[src/rtl/result_uart_tx_if.sv]
// Result transmit port bundle: capture strobe/operands in, ASCII byte stream out.
// The master side drives the result and txready; the slave side is the transmitter.
interface result_uart_tx_if;
    logic       result_ready;
    logic [8:0] result;
    logic       sign;
    logic       txready;
    logic [7:0] txdata;
    logic       txclk;
    logic       busy;
    logic       done;

    modport master (
        output result_ready, result, sign, txready,
        input  txdata, txclk, busy, done
    );

    modport slave (
        input  result_ready, result, sign, txready,
        output txdata, txclk, busy, done
    );
endinterface

[src/rtl/result_uart_tx.sv]
// Signed-magnitude result to ASCII decimal byte streamer (double-dabble, txready flow control).
// Optional CR/LF trailer when TX_CRLF_EN is defined.
module result_uart_tx #(
    parameter int RESULT_W    = 9,
    parameter int LZ_SUPPRESS = 1,
    parameter int GAP_CYCLES  = 0
) (
    input  logic clk,
    input  logic reset,
    result_uart_tx_if.slave bus
);

    typedef enum logic [3:0] {
        S_IDLE, S_CONV, S_SIGN, S_HUND, S_TENS, S_ONES,
`ifdef TX_CRLF_EN
        S_CR, S_LF,
`endif
        S_GAP, S_DONE
    } state_t;

    localparam logic [7:0] GAP_LD = (GAP_CYCLES > 0) ? 8'(GAP_CYCLES - 1) : 8'd0;

    state_t      state_q, nxt_q;
    logic [8:0]  mag_q, shf_q;
    logic        neg_q;
    logic [11:0] bcd_q;
    logic [3:0]  cnt_q;
    logic [7:0]  gap_q;
    logic [7:0]  txdata_q;
    logic        busy_q;

    logic [11:0] bcd_d;
    logic [7:0]  cur_byte;
    logic        is_send;
    logic        accept;
    state_t      after_send;
    state_t      conv_exit;

    function automatic logic [3:0] add3(input logic [3:0] n);
        return (n >= 4'd5) ? n + 4'd3 : n;
    endfunction

    // Leading-zero suppression picks the first digit state; ones is always sent.
    function automatic state_t first_dig(input logic [11:0] b);
        if (LZ_SUPPRESS == 0)      return S_HUND;
        else if (b[11:8] != 4'd0)  return S_HUND;
        else if (b[7:4] != 4'd0)   return S_TENS;
        else                       return S_ONES;
    endfunction

    always_comb begin
        bcd_d = {add3(bcd_q[11:8]), add3(bcd_q[7:4]), add3(bcd_q[3:0])};
        bcd_d = {bcd_d[10:0], shf_q[8]};
        conv_exit = (neg_q && mag_q != 9'd0) ? S_SIGN : first_dig(bcd_d);
        cur_byte   = 8'h00;
        is_send    = 1'b1;
        after_send = S_DONE;
        unique case (state_q)
            S_SIGN: begin
                cur_byte   = 8'h2D;
                after_send = first_dig(bcd_q);
            end
            S_HUND: begin
                cur_byte   = 8'h30 + {4'h0, bcd_q[11:8]};
                after_send = S_TENS;
            end
            S_TENS: begin
                cur_byte   = 8'h30 + {4'h0, bcd_q[7:4]};
                after_send = S_ONES;
            end
            S_ONES: begin
                cur_byte   = 8'h30 + {4'h0, bcd_q[3:0]};
`ifdef TX_CRLF_EN
                after_send = S_CR;
`else
                after_send = S_DONE;
`endif
            end
`ifdef TX_CRLF_EN
            S_CR: begin
                cur_byte   = 8'h0D;
                after_send = S_LF;
            end
            S_LF: begin
                cur_byte   = 8'h0A;
                after_send = S_DONE;
            end
`endif
            default: is_send = 1'b0;
        endcase
        accept = is_send && bus.txready;
    end

    always_ff @(posedge clk) begin
        if (reset) begin
            state_q  <= S_IDLE;
            nxt_q    <= S_IDLE;
            mag_q    <= '0;
            shf_q    <= '0;
            neg_q    <= 1'b0;
            bcd_q    <= '0;
            cnt_q    <= '0;
            gap_q    <= '0;
            txdata_q <= 8'h00;
            busy_q   <= 1'b0;
        end else begin
            unique case (state_q)
                S_IDLE: begin
                    if (bus.result_ready) begin
                        mag_q   <= bus.result;
                        shf_q   <= bus.result;
                        neg_q   <= bus.sign;
                        bcd_q   <= '0;
                        cnt_q   <= '0;
                        busy_q  <= 1'b1;
                        state_q <= S_CONV;
                    end
                end
                S_CONV: begin
                    shf_q <= {shf_q[7:0], 1'b0};
                    bcd_q <= bcd_d;
                    cnt_q <= cnt_q + 4'd1;
                    if (cnt_q == 4'd8) state_q <= conv_exit;
                end
                S_GAP: begin
                    if (gap_q == 8'd0) state_q <= nxt_q;
                    else               gap_q   <= gap_q - 8'd1;
                end
                S_DONE: begin
                    busy_q  <= 1'b0;
                    state_q <= S_IDLE;
                end
                default: begin
                    if (accept) begin
                        txdata_q <= cur_byte;
                        if (GAP_CYCLES == 0) begin
                            state_q <= after_send;
                        end else begin
                            gap_q   <= GAP_LD;
                            nxt_q   <= after_send;
                            state_q <= S_GAP;
                        end
                    end
                end
            endcase
        end
    end

    assign bus.txclk  = accept;
    assign bus.txdata = accept ? cur_byte : txdata_q;
    assign bus.busy   = busy_q;
    assign bus.done   = (state_q == S_DONE);

endmodule

[src/flat_wrapper.sv]
// flat-port wrapper written by rule: the top's interface ports become plain ports
module result_uart_tx_flat 
#(
    parameter int RESULT_W    = 9,
    parameter int LZ_SUPPRESS = 1,
    parameter int GAP_CYCLES  = 0
)
  (clk, reset, bus_result_ready, bus_result, bus_sign, bus_txready, bus_txdata, bus_txclk, bus_busy, bus_done);
  result_uart_tx_if bus_i ();
  input  logic clk;
  input  logic reset;
  input wire logic [$bits(bus_i.result_ready)-1:0] bus_result_ready;
  input wire logic [$bits(bus_i.result)-1:0] bus_result;
  input wire logic [$bits(bus_i.sign)-1:0] bus_sign;
  input wire logic [$bits(bus_i.txready)-1:0] bus_txready;
  output wire logic [$bits(bus_i.txdata)-1:0] bus_txdata;
  output wire logic [$bits(bus_i.txclk)-1:0] bus_txclk;
  output wire logic [$bits(bus_i.busy)-1:0] bus_busy;
  output wire logic [$bits(bus_i.done)-1:0] bus_done;
  assign bus_i.result_ready = bus_result_ready;
  assign bus_i.result = bus_result;
  assign bus_i.sign = bus_sign;
  assign bus_i.txready = bus_txready;
  assign bus_txdata = bus_i.txdata;
  assign bus_txclk = bus_i.txclk;
  assign bus_busy = bus_i.busy;
  assign bus_done = bus_i.done;
  result_uart_tx #(.RESULT_W(RESULT_W), .LZ_SUPPRESS(LZ_SUPPRESS), .GAP_CYCLES(GAP_CYCLES)) u_core (.clk(clk), .reset(reset), .bus(bus_i));
endmodule
[config.mk]
export PLATFORM = sky130hd
export DESIGN_NAME = result_uart_tx_flat
export DESIGN_NICKNAME = d
export VERILOG_FILES = /design/src/rtl/result_uart_tx_if.sv /design/src/rtl/result_uart_tx.sv /design/src/flat_wrapper.sv
export SDC_FILE = /design/constraint.sdc
export NUM_CORES = 1
export LEC_CHECK = 0
export BUFFER_PORTS_ARGS = -buffer_cell sky130_fd_sc_hd__clkbuf_2
export CORE_MARGIN = 8
export CORE_UTILIZATION = 54
export CTS_CLUSTER_DIAMETER = 60
export DETAILED_ROUTE_END_ITERATION = 8
export GPL_TIMING_DRIVEN = 0
export PLACE_DENSITY = 0.75
export SYNTH_ARGS = -nofsm -noshare
export SYNTH_HDL_FRONTEND = slang
export SYNTH_SLANG_ARGS = --single-unit
[constraint.sdc]
create_clock -name clk -period 2.1 [get_ports clk]
set_clock_uncertainty 0.1 [all_clocks]
set_input_delay 0.42 -clock clk [delete_from_list [all_inputs] [get_ports clk]]
set_output_delay 0.42 -clock clk [all_outputs]
set_load 0.01 [all_outputs]
---- Word level (Yosys, flattened, before mapping) ----
Cells that the tools add are included.
word-level totals
  bits in latches ......................... 0
  bits of input ports ..................... 14
  register bits ........................... 56
  memories ................................ 0
  ROM bits ................................ 0
  memory bits (writable) .................. 0
  logic and storage cells ................. 76
operators by class
  mux-type cells .......................... 25
  reductions and logical operators ........ 19
  multiply operators ...................... 0
  bitwise gates (word level) .............. 1
  $add $sub $neg .......................... 8
  shift operators ......................... 0
  divide/modulo/power cells ............... 0
  equal/unequal tests ..................... 11
  magnitude comparators ................... 3
operators by type and width
  kind                                                                    number
  4-bit 2-to-1 mux                                                        10
  8-bit case mux with 4 select lines                                      1
  12-bit case mux with 2 select lines                                     1
  6-bit by 4-bit adder with 7-bit output (first input constant)           3
  9-bit case mux with 2 select lines                                      1
  4-bit by 3-bit equality test with 1-bit output (second input constant)  4
  4-bit case mux with 4 select lines                                      1
  4-bit nonzero test                                                      4
  4-bit by 3-bit >= comparator with 1-bit output (second input constant)  3
  12-bit 2-to-1 mux                                                       1
  4-bit case mux with 3 select lines                                      1
  9-bit 2-to-1 mux                                                        1
  9-bit nonzero test                                                      1
  4-bit by 2-bit adder with 4-bit output (second input constant)          2
  4-bit by 2-bit equality test with 1-bit output (second input constant)  2
  8-bit zero test                                                         1
  8-bit 2-to-1 mux                                                        1
  4-bit case mux with 2 select lines                                      1
  2-bit AND reduction                                                     4
  4-bit OR reduction                                                      2
  8-bit by 1-bit subtractor with 8-bit output (second input constant)     1
  5-bit nonzero test                                                      1
  4-bit by 1-bit adder with 4-bit output (second input constant)          1
  4-bit by 1-bit equality test with 1-bit output (second input constant)  1
  other kinds (12)                                                        18

---- Depth between registers and ports, before layout ----
Gate-level depths: netlist (run 1).
  word-level depth ........................ 8
  depth in mapped cells ................... 8
  depth with buffers taken out ............ 7

---- Worst setup path before layout (run 1) ----
Ideal clock, no wire load.
  path kind ............................... reg-to-reg
  start point ............................. register u_core.gap_q[0]
  end point ............................... register u_core.gap_q[3]
  data required time ...................... 1.930 ns
  arrival ................................. 1.659 ns
  setup time .............................. 0.070 ns
  cell stages (with the launch flop) ...... 9
  buffers on the path ..................... 1
  setup slack ............................. 0.270 ns
  clock period less this slack ............ 1.830 ns
  cells stage by stage .................... dfxtp_1 -> inv_1 -> ha_1 -> nor3b_1 -> a211oi_4 -> buf_6 -> nand2_1 -> or3_1 -> a21oi_1
on the way
  cells in the longest elaborated chain, start to end .. 3
ends and longest elaborated chain
  item                                                                                 RTL line               text
  from (decl)                                                                          result_uart_tx.sv:28   logic [7:0] gap_q;
  from (signal assigned)                                                               result_uart_tx.sv:127  else gap_q <= gap_q - 8'd1;
  branches (longest 3 deep; another with 8-bit by 1-bit subtractor with 8-bit output)  -
Several ways; the timed one is not identified.
A chain may end at the register's enable or synchronous reset.

---- Final worst setup path (run 1) ----
  start point ............................. register u_core.state_q[0]
  end point ............................... output bus_txdata[1]
on the way
  cells in the longest elaborated chain, start to end .. 5
ends and longest elaborated chain
  item                                                                          RTL line               text
  from (decl)                                                                   result_uart_tx.sv:23   state_t state_q, nxt_q;
  from (signal assigned)                                                        result_uart_tx.sv:123  if (cnt_q == 4'd8) state_q <= conv_exit;
  from (signal assigned)                                                        result_uart_tx.sv:126  if (gap_q == 8'd0) state_q <= nxt_q;
  from (signal assigned)                                                        result_uart_tx.sv:137  state_q <= after_send;
  4-bit by 3-bit equality test with 1-bit output, or another cell as far along  result_uart_tx.sv:58   unique case (state_q)
  4-bit OR reduction (no line)                                                  -
  1-bit 2-to-1 mux                                                              result_uart_tx.sv:58
  1-bit logical AND                                                             result_uart_tx.sv:91   accept = is_send && bus.txready;
  8-bit 2-to-1 mux *                                                            result_uart_tx.sv:150  assign bus.txdata = accept ? cur_byte : txdata_q;
  to (decl)                                                                     flat_wrapper.sv:16     output wire logic [$bits(bus_i.txdata)-1:0] bus_txdata;
Mark *: on every way between the ends. The rest lies on a longest branch, timed or not.

==> flow_metrics.py, run 1 <==
metrics = {
    "synth": {
        "synth_area_um2": 2720,
        "ys_seq_area_share_pct": 40.5,
        "yosysWarnings": 0,
        "syn-instance-count": 326,
        "syn_avg_cell_area_um2": 8.34,
        "synth_seq_cells": 55,
        "syn_nets": 350,
        "ys_types": 45,
    },
    "global_route": {
        "grt_max_degree": 17,
        "antenna_found_initial": 0,
        "grt_pass1_vias": 2170,
        "use_met3_pct": 3.30,
        "grt_use_met2_pct": 25.9,
        "grt_busiest_layer": "met2",
        "track_usage_pct": 16.1,
        "gr-total-overflow": 0,
        "grt_pass1_wl_um": 9880,
        "grtUsageMet1_pct": 20.7,
    },
    "detailed_routing": {
        "totalWireLength_um": 6170,
        "via_per_inst": 5.47,
        "routedWlPerCell_um": 14.2,
        "drt_first_pass_iters": 5,
        "dr_total_vias": 2385,
        "drt_iter0_drc": 140,
        "ant_nets": 0,
        "drc_errors": 0,
    },
    "timing": {
        "slew-limit-headroom_pct": 65.4,
        "hold_ws_ns": 0.222,
        "fin_crit_ns": 2.11,
        "finalMaxSlewViolations": 0,
        "finalSetupViolations": 1,
        "period_share_pct": 100,
        "tightest_slew_ns": 0.519,
        "setup_ws_ns": -0.00840,
        "fmax_ghz": 0.474,
        "final_hold_viol_count": 0,
        "rsz0062_at_grt": "yes",
    },
    "clock_network": {
        "cts_tree": "built",
        "insertion_delay_ns": 0.31,
        "cts.htree.levels": 2,
        "cts.sinks": 55,
        "cts-root-buf": "clkbuf_8",
        "ctsHoldBuffers": 0,
        "cts.path.max_buffers": 2,
        "cts_buffers": 5,
        "clk_pin_slew_ns": 0.10,
    },
    "finish": {
        "area_delta_synth_final_pct": 19.1,
        "drive_gt1_share_pct": 21.0,
        "n_antenna_cell": 0,
        "final_nets": 390,
    },
    "floorplanning": {
        "die_w_um": 86.9,
        "fp.coreArea_um2": 4980,
        "die_area_um2": 7560,
        "io_pins": 25,
        "start_util_pct": 54.6,
        "rows": 26,
        "die_y_um": 86.9,
    },
    "pwr": {
        "leakage_nw": 1.27,
        "ir_worst_vdd_uv": 509,
        "power.density_nw_per_um2": 886,
        "finalPower_mw": 2.87,
    },
    "worst_setup_path": {
        "timing.rr.end": "u_core.state_q[0]$_SDFFE_PP0P_",
        "cp-end-kind": "output pin",
        "worstSetupPathType": "register to output pin",
        "regToRegSetupSlack_ns": 0.10,
        "start_kind": "register",
        "reg2reg_from": "u_core.bcd_q[4]$_SDFFE_PP0P_",
        "cp_max_fo": 6,
        "r2r_cells": 8,
        "setup.worst_path.start": "u_core.state_q[0]$_SDFFE_PP0P_",
        "cp_data_required_time_ns": 1.58,
        "arrival_ns": 1.59,
    },
    "worst_hold_path": {
        "worstHoldPathType": "primary input to register",
        "hold_path_depth": 3,
        "min_from": "bus_sign",
        "min_to": "u_core.neg_q$_SDFFE_PP0P_",
    },
    "status": {
        "failed_checks": "setup timing",
        "status": "finished with violations",
    },
    "placed_design": {
        "gp_congestion": 0.816,
        "io_buffers": 24,
        "hpwlAfterDp_um": 4330,
    },
    "run": {
        "maxCapViolCount": 0,
    },
}
## how the worst max path moves through the flow
stage | endpoint | cells past startpoint
2_1_floorplan | u_core.gap_q[3]$_SDFFE_PP0P_ | 8
3_5_place_dp | bus_txdata[1] | 5
3_3_place_gp | bus_txdata[1] | 5
4_1_cts | bus_txdata[0] | 5
5_1_grt | bus_txdata[1] | 5
6_report | bus_txdata[1] | 5
## state kept, by name, indices dropped and copies added (netlist names)
name             cells
u_core.mag_q         9
u_core.txdata_q      8
u_core.gap_q         8
u_core.bus.busy      1
u_core.neg_q         1
u_core.bcd_q        12
u_core.shf_q         9
u_core.cnt_q         4
u_core.state_q       3
## report_power, final
part / internal (mW) / switching, mW / leakage [nW] / total, mW
clock network: 0.349 / 0.343 / 0.0502 / 0.692
registers: 1.16 / 0.0752 / 0.449 / 1.23
logic: 0.375 / 0.568 / 0.768 / 0.943
total: 1.88 / 0.986 / 1.27 / 2.87
## metal layers
layer / routed length, um / vias up
met5: 0 / -
met4: 69 / 0
met3: 285 / 8
met2: 2980 / 56
met1: 2840 / 1123
li1: - / 1198
## layout by cell type (no fill, tap or decap), drive strengths merged, types with 5 or more instances in the layout
cell | synthesis | final
a211oi | 5 | 5
mux2 | 5 | 5
a31oi | 10 | 10
dfxtp | 55 | 55
xor2 | 6 | 6
buf | 9 | 19
a21oi | 25 | 25
ha | 10 | 10
o21ai | 7 | 7
nor3 | 5 | 5
and2 | 8 | 8
nand2b | 8 | 8
a22oi | 9 | 9
nand3 | 8 | 8
nand2 | 52 | 53
mux2i | 8 | 8
nor2 | 32 | 32
clkbuf | 10 | 37
inv | 17 | 17
## per-stage QoR
| step | setup WS, ns | TNS [ns] | cell area [um^2] | util, % | std cells |
|---|---|---|---|---|---|
| floorplan | 0.270 | 0 | 2720 | - | 326 |
| global placement | -0.0326 | -0.0489 | 2930 | 58.8 | 420 |
| detailed placement | -0.0444 | -0.0479 | 2930 | 58.8 | 420 |
| CTS | 0.000427 | 0 | 3120 | 62.7 | 428 |
| global route | -0.0327 | -0.0932 | 3240 | 65.0 | 436 |
| finish | -0.00840 | -0.00840 | 3240 | 65.0 | 436 |
## cell families after synthesis
family / count (synthesis) / share of synthesized area (%)
compound gates: 71 / 17.5
xor+xnor: 10 / 3.22
fa+ha+maj: 10 / 4.60
buf+inv: 36 / 5.80
flops: 55 / 40.5
mux: 13 / 5.02
simple gates: 131 / 23.3
## repair_timing
action	4_1_cts	5_1_grt
cloned	0	1
setup endpoints to repair	7	6
resized for setup	21	14
pin swaps	1	4
buffers inserted	1	8
## cells in the mapped netlist
cell | n | area [um^2]
a211oi_1 | 2 | 15.0
a211oi_2 | 1 | 12.5
a211oi_4 | 2 | 40.0
a21o_1 | 2 | 15.0
a21oi_1 | 25 | 125
a22oi_1 | 9 | 67.6
a2bb2oi_1 | 1 | 8.76
a31oi_1 | 10 | 62.6
a32o_1 | 1 | 10.0
and2_1 | 8 | 50.1
and3_1 | 2 | 12.5
and4_1 | 1 | 8.76
buf_2 | 6 | 30.0
buf_4 | 2 | 15.0
buf_6 | 1 | 11.3
clkbuf_1 | 10 | 37.5
dfxtp_1 | 55 | 1100
ha_1 | 10 | 125
inv_1 | 16 | 60.1
inv_2 | 1 | 3.75
mux2_2 | 5 | 56.3
mux2i_1 | 8 | 80.1
nand2_1 | 51 | 191
nand2_2 | 1 | 6.26
nand2b_1 | 8 | 50.1
nand3_1 | 8 | 40.0
nand4_1 | 3 | 18.8
nand4b_1 | 3 | 26.3
nor2_1 | 32 | 120
nor3_1 | 5 | 25.0
nor3b_1 | 4 | 30.0
nor4_1 | 1 | 6.26
nor4_4 | 1 | 21.3
nor4b_2 | 1 | 15.0
o2111ai_1 | 1 | 8.76
o211ai_1 | 2 | 15.0
o21ai_0 | 7 | 35.0
o221ai_1 | 1 | 8.76
o22ai_1 | 4 | 25.0
o311a_1 | 1 | 10.0
o31ai_1 | 1 | 7.51
o32ai_1 | 1 | 8.76
or3_1 | 2 | 12.5
xnor2_1 | 4 | 35.0
xor2_1 | 6 | 52.6
## final cells by class
cell class | instances | area (um^2)
tap | 70 | 87.6
sequential | 55 | 1110
fill | 441 | 1740
multi-input combinational | 236 | 1550
inverter | 17 | 63.8
clock buffer | 5 | 68.8
buffer | 18 | 118
clock inverter | 2 | 37.5
timing repair buffer | 33 | 198
## worst max-delay path, cell delays in order (launching register included)
cell     delay (ns)
dfxtp_4        0.38
buf_12         0.13
mux2i_4        0.25
o32ai_4        0.10
mux2_4         0.29
buf_6          0.12
(Power assumes the default switching activity.)
==> inputs of run 2 (changes only) <==
--- a/config.mk
+++ b/config.mk
@@ -10,7 +10,6 @@
 export CORE_UTILIZATION = 54
 export CTS_CLUSTER_DIAMETER = 60
 export DETAILED_ROUTE_END_ITERATION = 8
-export GPL_TIMING_DRIVEN = 0
 export PLACE_DENSITY = 0.75
 export SYNTH_ARGS = -nofsm -noshare
 export SYNTH_HDL_FRONTEND = slang
==> constraint.sdc (replaced) <==
create_clock -name clk -period 2.35 [get_ports clk]
set_clock_uncertainty 0.1 [all_clocks]
set_input_delay 0.47 -clock clk [delete_from_list [all_inputs] [get_ports clk]]
set_output_delay 0.47 -clock clk [all_outputs]
set_load 0.01 [all_outputs]
==> run 2 against run 1 <==
  * The run now ends clean
  * Total power down 19%
  * Flip-flop and latch count unchanged
  * Cell area down 7.3%
  * Clock power fell by 24%
  * Sequential power decreased by 11%
  * Cell count is 4.1% lower
  * Core utilization fell by 4.8 points
  * Non-clock buffer count is 18 lower
  * Count of clock-buffer cells in the layout stayed put
  * Register-to-register slack better by 0.21 ns
  * First-iteration DRC count up 44%
  * Via count down 5.2%
  * Critical endpoint unchanged
==> flow_metrics.py, run 2 (synthesis results as in run 1) <==
metrics = {
    "status": {
        "status": "finished, final reports clean",
    },
    "finish": {
        "largestRegisters": "u_core.bcd_q x12, u_core.mag_q x9, u_core.shf_q x9",
        "n_antenna_cell": 0,
        "fillerInstances": 449,
        "area_delta_synth_final_pct": 10.3,
        "largest_reg_flops": 12,
        "drive_gt1_share_pct": 15.8,
        "final_common_cell": "dfxtp_1",
        "final_nets": 371,
        "final_cell_mix": "dfxtp_1, nand2_1, nor2_1",
        "regMostFlops": "u_core.bcd_q",
    },
    "worst_setup_path": {
        "worstSetupPathType": "register to output pin",
        "arrival_ns": 1.72,
        "crit_buf_inv": 3,
        "cp_top_family": "buffers and inverters",
        "cp_data_required_time_ns": 1.78,
        "crit_chain": "buf_4, inv_1, o32ai_1, mux2_2, clkbuf_2",
        "start_kind": "register",
        "cp_slowest_cell": "dfxtp_1",
        "cp-end-kind": "output pin",
        "slowest_delay_ns": 0.37,
        "cp_max_fo": 10,
    },
    "placed_design": {
        "hpwlAfterDp_um": 4050,
        "gp_congestion": 0.829,
        "io_buffers": 24,
    },
    "timing": {
        "hold_ws_ns": 0.279,
        "fmax_ghz": 0.437,
        "finalSetupViolations": 0,
        "slew-limit-headroom_pct": 64.8,
        "period_share_pct": 97.4,
        "finalMaxSlewViolations": 0,
        "fin_tns_setup_ns": 0,
        "rsz0062_at_grt": "no",
        "tightest_slew_ns": 0.526,
        "final_hold_viol_count": 0,
        "fin_crit_ns": 2.29,
    },
    "clock_network": {
        "cts-root-buf": "clkbuf_8",
        "cts_buffers": 5,
        "insertion_delay_ns": 0.31,
        "cts_tree": "built",
        "clk_pin_slew_ns": 0.10,
        "post-cts-setup-buffers": 0,
        "cts.htree.levels": 2,
        "cts.sinks": 55,
        "cts.path.max_buffers": 2,
    },
    "detailed_routing": {
        "ant_nets": 0,
        "via_per_inst": 5.41,
        "totalWireLength_um": 5580,
        "dr_total_vias": 2260,
        "drt_iter0_drc": 201,
        "routedWlPerCell_um": 13.3,
        "drc_errors": 0,
        "drt_first_pass_iters": 4,
    },
    "floorplanning": {
        "io_pins": 25,
        "die_y_um": 86.9,
        "start_util_pct": 54.6,
        "rows": 26,
        "die_w_um": 86.9,
        "fp.coreArea_um2": 4980,
        "die_area_um2": 7560,
    },
    "global_route": {
        "grt_pass1_vias": 2109,
        "grt_pass1_wl_um": 9400,
        "grt_max_degree": 48,
        "gr-total-overflow": 0,
        "track_usage_pct": 15.3,
        "antenna_found_initial": 0,
    },
    "pwr": {
        "finalPower_mw": 2.32,
        "ir_worst_vdd_uv": 476,
        "power.density_nw_per_um2": 774,
        "leakage_nw": 1.18,
    },
    "worst_hold_path": {
        "worstHoldPathType": "primary input to register",
    },
    "run": {
        "maxCapViolCount": 0,
    },
}
==> run 2: through the flow <==
step / setup slack, ns / area [um^2] / instances / utilization (%)
global route: 0.00461 / 3000 / 418 / 60.2
detailed placement: 0.331 / 2900 / 410 / 58.2
CTS: 0.0128 / 2990 / 418 / 60.1
global placement: 0.387 / 2900 / 410 / 58.2
finish: 0.0620 / 3000 / 418 / 60.2
floorplan: 0.513 / 2720 / 326 / -
==> run 2: metal layers <==
metal / track usage [%] / up-vias / wire length [um]
met5: 0 / - / 0
met4: 4.23 / 0 / 33
met3: 3.87 / 2 / 244
met2: 26.0 / 38 / 2650
met1: 18.6 / 1055 / 2650
li1: - / 1165 / -
==> run 2: tightest hold or removal path: cells and delay by family <==
kind / cells / cell delay (ns)
AND/OR/NAND/NOR: 1 / 0.04
buffers and inverters: 1 / 0.08
AO/OA/AOI/OAI: 1 / 0.05
==> run 2: repair_timing <==
| item | in CTS | in global routing |
|---|---|---|
| endpoints found under the setup margin | 0 | 4 |
| hold buffers | 0 | 0 |
| hold endpoints to repair | 0 | 0 |
| resized for setup | 0 | 2 |
==> run 2: cell type report <==
cell class,count,area (um^2),share of cell area (%)
well taps,70,87.6,2.92
repair buffers,33,188,6.26
inverters,17,63.8,2.13
flip-flops and latches,55,1100,36.7
clock buffers,5,68.8,2.30
multi-input cells,235,1460,48.8
clock inverters,3,25.0,0.835
==> run 2: where the power goes <==
part	internal (mW)	switching, mW
Combinational	0.256	0.438
Sequential	1.03	0.0712
Clock	0.214	0.314
Total	1.50	0.823
==> run 2: worst paths after layout <==
kind,startpoint,end,slack [ns],depth (start not counted)
worst max-delay path,u_core.state_q[1]$_SDFFE_PP0P_,bus_txdata[1],0.06,5
worst min-delay path,bus_sign,u_core.neg_q$_SDFFE_PP0P_,0.28,3
worst max register to register,u_core.gap_q[0]$_SDFFE_PP0P_,u_core.state_q[1]$_SDFFE_PP0P_,0.31,7
worst min register to register,u_core.mag_q[4]$_SDFFE_PP0P_,u_core.mag_q[4]$_SDFFE_PP0P_,0.36,2
==> inputs of run 3 (changes only) <==
--- a/config.mk
+++ b/config.mk
@@ -6,11 +6,13 @@
 export NUM_CORES = 1
 export LEC_CHECK = 0
 export BUFFER_PORTS_ARGS = -buffer_cell sky130_fd_sc_hd__clkbuf_2
+export CAP_MARGIN = 5
 export CORE_MARGIN = 8
 export CORE_UTILIZATION = 54
 export CTS_CLUSTER_DIAMETER = 60
 export DETAILED_ROUTE_END_ITERATION = 8
 export PLACE_DENSITY = 0.75
+export REMOVE_ABC_BUFFERS = 1
 export SYNTH_ARGS = -nofsm -noshare
 export SYNTH_HDL_FRONTEND = slang
 export SYNTH_SLANG_ARGS = --single-unit
==> run 3 against run 2 <==
  * Cell area rose by 0.58%
  * Flip-flop and latch count stayed put
  * Total power increased by 1.0%
  * Worst setup slack gained 0.070 ns
  * Sequential power about the same
  * Wire length is 0.29% lower
  * Non-clock buffer count increased by 1
  * Clock power up 4.4%
  * Global-route usage hardly changed
  * Critical path type unchanged
  * Highest routed layer unchanged
==> flow_metrics.py, run 3 (synthesis results as in run 1) <==
metrics = {
    "status": {
        "status": "finished, final reports clean",
    },
    "placed_design": {
        "hpwlAfterDp_um": 4060,
        "gp_congestion": 0.828,
        "io_buffers": 24,
        "place_inst": 411,
    },
    "finish": {
        "regMostFlops": "u_core.bcd_q",
        "drive_gt1_share_pct": 17.2,
        "final_cell_mix": "dfxtp_1, nand2_1, nor2_1",
        "finalNonFillerCells": 419,
        "area_delta_synth_final_pct": 11.0,
        "largestRegisters": "u_core.bcd_q x12, u_core.mag_q x9, u_core.shf_q x9",
        "final_common_cell": "dfxtp_1",
        "final_nets": 372,
        "n_antenna_cell": 0,
        "fillerInstances": 475,
        "largest_reg_flops": 12,
    },
    "detailed_routing": {
        "drt_iter0_drc": 106,
        "routedWlPerCell_um": 13.3,
        "drc_errors": 0,
        "ant_nets": 0,
        "via_per_inst": 5.44,
        "totalWireLength_um": 5560,
        "drt_first_pass_iters": 4,
        "dr_total_vias": 2279,
    },
    "pwr": {
        "leakage_nw": 1.19,
        "power.density_nw_per_um2": 777,
        "finalPower_mw": 2.34,
        "ir_worst_vdd_uv": 528,
    },
    "worst_setup_path": {
        "arrival_ns": 1.65,
        "worstSetupPathType": "register to output pin",
        "cp_data_required_time_ns": 1.78,
        "start_kind": "register",
        "reg2reg_from": "u_core.state_q[2]$_SDFFE_PP0P_",
        "timing.rr.end": "u_core.shf_q[3]$_SDFFE_PP0P_",
        "cp_max_fo": 10,
        "r2r_cells": 6,
        "regToRegSetupSlack_ns": 0.26,
        "cp-end-kind": "output pin",
        "setup.worst_path.start": "u_core.state_q[1]$_SDFFE_PP0P_",
    },
    "run": {
        "maxCapViolCount": 0,
    },
    "global_route": {
        "grt_max_degree": 25,
        "gr-total-overflow": 0,
        "antenna_found_initial": 0,
        "grt_pass1_wl_um": 9530,
        "grt_pass1_vias": 2101,
        "track_usage_pct": 15.3,
    },
    "worst_hold_path": {
        "worstHoldPathType": "primary input to register",
        "min_to": "u_core.mag_q[7]$_SDFFE_PP0P_",
        "hold_path_depth": 2,
        "min_from": "reset",
    },
    "timing": {
        "tightest_slew_ns": 1.05,
        "period_share_pct": 94.4,
        "fin_crit_ns": 2.22,
        "rsz0062_at_grt": "no",
        "fmax_ghz": 0.451,
        "slew-limit-headroom_pct": 30.0,
        "finalSetupViolations": 0,
        "finalMaxSlewViolations": 0,
        "final_hold_viol_count": 0,
    },
    "floorplanning": {
        "io_pins": 25,
        "rows": 26,
        "die_y_um": 86.9,
        "start_util_pct": 54.6,
        "die_w_um": 86.9,
        "die_area_um2": 7560,
        "fp.coreArea_um2": 4980,
    },
    "clock_network": {
        "clk_pin_slew_ns": 0.11,
        "cts.htree.levels": 2,
        "cts-root-buf": "clkbuf_8",
        "ctsHoldBuffers": 0,
        "insertion_delay_ns": 0.32,
        "cts.path.max_buffers": 2,
        "cts.sinks": 55,
        "cts_buffers": 5,
        "cts_tree": "built",
    },
}
[run 3: report_power, final]
group	switching, mW	internal, mW
sequential	0.0698	1.03
clock	0.329	0.220
combinational	0.438	0.257
[run 3: critical path, stage by stage (launching register included)]
cell	delay, ns
dfxtp_4	0.41
nand2b_2	0.19
nand2_1	0.08
nand2_2	0.17
mux2_2	0.37
clkbuf_2	0.13
[run 3: layout make-up]
| type | count | area (um^2) | area share, % |
|---|---|---|---|
| clock inverters | 3 | 26.3 | 0.871 |
| clock buffers | 5 | 68.8 | 2.28 |
| inverters | 17 | 63.8 | 2.12 |
| repair buffers | 34 | 195 | 6.47 |
| well taps | 70 | 87.6 | 2.90 |
| flip-flops and latches | 55 | 1110 | 36.7 |
| multi-input cells | 235 | 1470 | 48.6 |
[run 3: routing by layer]
layer | up-vias | part of all wire, % | GRT usage [%]
li1 | 1162 | - | -
met1 | 1078 | 49 | 18.9
met2 | 32 | 46 | 25.8
met3 | 7 | 3.9 | 3.49
met4 | 0 | 1.1 | 4.69
met5 | - | 0 | 0
[run 3: worst max path at each step]
stage	to	slack [ns]
2_1_floorplan	u_core.bcd_q[3]$_SDFFE_PP0P_	-0.22
3_3_place_gp	u_core.shf_q[5]$_SDFFE_PP0P_	0.13
3_5_place_dp	u_core.shf_q[4]$_SDFFE_PP0P_	0.11
4_1_cts	bus_txdata[2]	0.03
5_1_grt	bus_txdata[2]	0.02
6_report	bus_txdata[2]	0.13
[run 3: stage by stage]
stage	TNS [ns]	utilization [%]	hold WS, ns	cell area, um^2	setup slack (ns)
after floorplan	-4.04	-	0.330	2620	-0.224
after global placement	0	58.4	0.343	2910	0.125
after detailed placement	0	58.4	0.348	2910	0.110
after CTS	0	60.4	0.274	3010	0.0273
after global routing	0	60.6	0.288	3020	0.0171
final	0	60.6	0.272	3020	0.132
[run 3: timing repair]
item / CTS / global route
buffers inserted: 0 / 0
gates resized for setup: 2 / 5
endpoints found under the setup margin: 4 / 4
pin swaps: 0 / 0
